[src/rtl/flop.sv]
// -----------------------------------------------------------------------------
// flop -- generic enable/reset register, reused by pipeline stages.
//
// Parameters
//   WIDTH       : data width in bits (must be >= 1)
//   RESET_VALUE : value loaded into Q while reset is asserted
//
// Ports
//   clk   : single clock, all state changes on its rising edge
//   reset : synchronous, active-high; has priority over en
//   en    : load enable, active-high; when low the register holds
//   D     : data captured at an enabled edge
//   Q     : register contents, driven straight from the flop
//
// Q has no defined value until the first edge with reset or en high.
// -----------------------------------------------------------------------------
module flop #(
  parameter int               WIDTH       = 32,
  parameter logic [WIDTH-1:0] RESET_VALUE = '0
) (
  input  logic             clk,
  input  logic             reset,
  input  logic             en,
  input  logic [WIDTH-1:0] D,
  output logic [WIDTH-1:0] Q
);

  if (WIDTH < 1) begin : g_bad_width
    $fatal(1, "flop: WIDTH must be >= 1");
  end

  logic [WIDTH-1:0] q_q;
  logic [WIDTH-1:0] q_d;

  // Next-state selection: reset wins over enable, otherwise hold.
  always_comb begin
    q_d = q_q;
    if (reset) begin
      q_d = RESET_VALUE;
    end else if (en) begin
      q_d = D;
    end
  end

  always_ff @(posedge clk) begin
    q_q <= q_d;
  end

  assign Q = q_q;

endmodule

[config.mk]
export PLATFORM = sky130hd
export DESIGN_NAME = flop
export DESIGN_NICKNAME = d
export VERILOG_FILES = /design/src/rtl/flop.sv
export SDC_FILE = /design/constraint.sdc
export NUM_CORES = 1
export LEC_CHECK = 0
export ABC_CLOCK_PERIOD_IN_PS = 1850
export BUFFER_PORTS_ARGS = -buffer_cell sky130_fd_sc_hd__buf_2
export CORE_AREA = 2 2 54 56
export DETAILED_ROUTE_END_ITERATION = 7
export DIE_AREA = 0 0 56 58
export GPL_TIMING_DRIVEN = 1
export PLACE_DENSITY = 0.8
export SLEW_MARGIN = 20
export SYNTH_ARGS = -nofsm -noshare
export SYNTH_HDL_FRONTEND = slang
export SYNTH_SLANG_ARGS = --single-unit
[constraint.sdc]
create_clock -name clk -period 1.85 [get_ports clk]
set_input_delay 0.37 -clock clk [delete_from_list [all_inputs] [get_ports clk]]
set_output_delay 0.37 -clock clk [all_outputs]
set_load 0.03 [all_outputs]
After elaboration in Yosys (flattened, before gate mapping) --
Index checks and enable logic that the tools add are counted. Widths: inputs -> output; s select.
Word-level totals: flip-flop bits (word level) 32, input bits 35

Depth between registers and ports, before layout --
depth after elaboration 0, depth in mapped cells 4

Worst setup path before layout --
OpenSTA, ideal clock, no wires.
path kind input-to-reg, start input port en, end register q_q[0] (netlist: Q[0]), setup time 128 ps, arrival 835 ps, path slack 887 ps, cell stages on the path 4, cell sequence buf_6 -> buf_12 -> mux2i_1 -> nor2_1
RTL lines:
- start: declaration | line 23 | input logic en,
- end signal: assignment | line 46 | q_q <= q_d;
- end: declaration | line 32 | logic [WIDTH-1:0] q_q;

Worst setup path after layout --
start register q_q[19] (netlist: Q[19]), end output port Q[19]
RTL lines:
- end: declaration | line 25 | output logic [WIDTH-1:0] Q
No word-level cell between the ends.

==> impl_summary.log <==
[metrics] CTS sink count: 32
[metrics] Final setup viols: 0
[metrics] distinct cell type count of the synthesized netlist: 6
[metrics] clock transition at the register clock pins on the worst setup and hold paths after CTS: 0.09 ns
[metrics] CP Data Arrival Time: 0.87 ns
[metrics] transition time at the pin with the least slew margin: 0.532 ns
[metrics] die span in x: 56 microns
[metrics] number of flip-flops and latches in the synthesized netlist: 32
[metrics] cell count after synthesis: 103
[metrics] post-route fraction of the period consumed by the critical path: 67.2%
[metrics] clock buffers created by TritonCTS: 5
[metrics] total negative slack: 0 ns
[metrics] vias after detailed routing: 925
[metrics] CTS Hold Buffers Added: 0
[metrics] Setup crit end kind: output pin
[metrics] minimum setup slack among reg-to-reg paths: 1.18 ns
[metrics] # H-tree levels: 2
[metrics] GRT met3 Usage: 6.47%
[metrics] Post-synth top cells: dfxtp_1 (32), mux2i_1 (32), nor2_1 (32)
[metrics] fin crit period: 1.24 ns
[metrics] placer's final routability congestion estimate: 0.678
[metrics] Site Rows: 19
[metrics] wire length of the first global-routing pass: 3.46 mm
[metrics] worst setup skew after layout: 0 ns
[metrics] required time reported for the critical path endpoint: 1.48 ns
[metrics] average footprint of a synthesized cell: 11.3 sq um
[metrics] worst slack on hold paths: 0.277 ns
[metrics] I/O pin count: 67
[metrics] RSZ-0062 raised after global routing: false
[metrics] number of violations reported at the end of detailed-routing iteration 0: 15
[metrics] nature of the critical path startpoint: register
[metrics] layout cells sized above 1: 42.7%
[metrics] top-area cell type share of the netlist area: 55.1%
[metrics] area of the mapped netlist: 1160 sq um
[metrics] antenna violations before repair: 0
[metrics] largest area contributor in the synthesized netlist: dfxtp_1
[metrics] effective utilization at floorplan: 43.7%
[metrics] number of cells upsized or downsized after cts: 0
[metrics] area grow syn2layout: 31.4%
[metrics] fin nets: 205
[metrics] total half-perimeter wirelength after legalization and detailed placement: 1.66 mm
[metrics] remaining antenna violation count: 0
[metrics] met2 demand-to-capacity share in global routing: 22.0%
[metrics] prevailing post-synth register cell: dfxtp_1
[metrics] vertical die dimension: 58 microns
[metrics] number of vias per cell after detailed routing: 4.58
[metrics] Largest register FFs: 32
[metrics] final hold viol count: 0
[metrics] Die ar.: 3250 sq um
[metrics] Critical Setup Path Class: register to output pin
[metrics] met1 capacity usage during global routing: 15.8%
[metrics] Max-cap violations: 0
[metrics] path type of the worst min-delay path: input pin to register
[metrics] number of nets in the synthesized netlist: 138
[metrics] combined buffer and inverter count along the critical path: 1
[metrics] number of enable-type register cells in the synthesized netlist: 0
[metrics] total number of yosys warnings: 0
[metrics] Peak Freq: 805 MHz
[metrics] DRT Wirelength: 2.26 mm
[metrics] grt peak-use layer: met2
[metrics] routed wirelength normalized by instance count: 11.2 microns
[metrics] pin count of the biggest net entering global routing: 33
[metrics] Critical Path Start: Q[19]
[metrics] Remaining DRCs: 0
[metrics] R2R Path Start: Q[6]
[metrics] status: finished clean
[metrics] number of antenna diodes: 0
[metrics] core area: 2660 sq um
[metrics] via count of the first global-routing pass: 801
[metrics] worst IR drop on VDD: 0.000686 V
[metrics] aggregate global routing overflow: 0
[metrics] P_leak: 0.849 nW
[metrics] Setup Buffers After CTS: 0
[metrics] Max FO, Critical Path: 2
[metrics] router iterations before antenna repair: 6
[metrics] chain of cells forming the critical path: buf_2
[metrics] max_slew headroom: 64.5%
[metrics] Max Root-Sink Buffers: 2
[metrics] worst-case setup margin in the final layout: 0.607 ns
[metrics] max-slew violation total from the final report: 0
[metrics] total power: 1.40 mW
[metrics] clock tree from TritonCTS: done
[metrics] minimum setup slack after placement: 0.688 ns
[metrics] delay of the slowest cell on the worst path: 0.35 ns
[metrics] Seq/Total Area, Yosys: 55.1%
[metrics] count of input and output buffers: 66
[metrics] kind of cell with the highest combined delay on the critical path: flip-flops
[metrics] worst-path cell with the longest stage delay: dfxtp_1
[metrics] cell types occupying the most area after synthesis: dfxtp_1 (55%), mux2i_1 (28%), nor2_1 (10%)
[metrics] Skew-Pair Late Insertion Delay: 0.32 ns
[metrics] total power divided by cell area: 913 nW/um^2
[metrics] root buf cell: clkbuf_4
[metrics] critical hold path startpoint: D[24]
[metrics] fraction of registers with async set/reset: 0%
[metrics] total global routing track utilization: 14.2%
==> metrics by stage <==
step	utilization (%)	std cells	instance area (sq um)
5_1_grt	57.4	202	1530
6_report	57.4	202	1530
3_3_place_gp	55.2	194	1470
4_1_cts	57.4	202	1530
2_1_floorplan	-	103	1160
3_5_place_dp	55.2	194	1470
==> layout by cell type (no fill, tap or decap) <==
master    instances
buf_12            1
buf_2            66
clkbuf_1          2
clkbuf_4          5
clkbuf_8          1
dfxtp_1          32
mux2i_1          32
nor2_1           32
==> final cells by class <==
type / instances / area (sq um)
clock buffer: 8 / 58.8
fill: 245 / 1130
multi-input combinational: 64 / 440
sequential: 32 / 641
tap: 31 / 38.8
timing repair buffer: 67 / 350
==> where the power goes <==
part           total (mW)  internal (mW)  switching [mW]
Combinational       0.250         0.0966           0.154
Clock               0.397          0.187           0.210
Sequential          0.749          0.730          0.0190
==> cell families after synthesis <==
group | synth area share, %
mux | 27.5
buf+inv | 7.10
flops | 55.1
simple gates | 10.3
==> metal layers <==
layer	routed length (microns)	up-vias
li1	-	470
met1	891	407
met2	1090	42
met3	216	6
met4	57	0
met5	0	-
==> worst paths after layout <==
check | to | depth (start not counted)
setup / recovery | Q[19] | 1
hold / removal | Q[24] | 3
setup reg to reg | Q[6] | 2
hold reg to reg | Q[29] | 2
==> worst reg2reg max path, cell delays in order, from the launching register on <==
cell and delay [ns]:
dfxtp_1 0.33, mux2i_1 0.16, nor2_1 0.06
No activity file was read; power rests on OpenSTA's default activity.
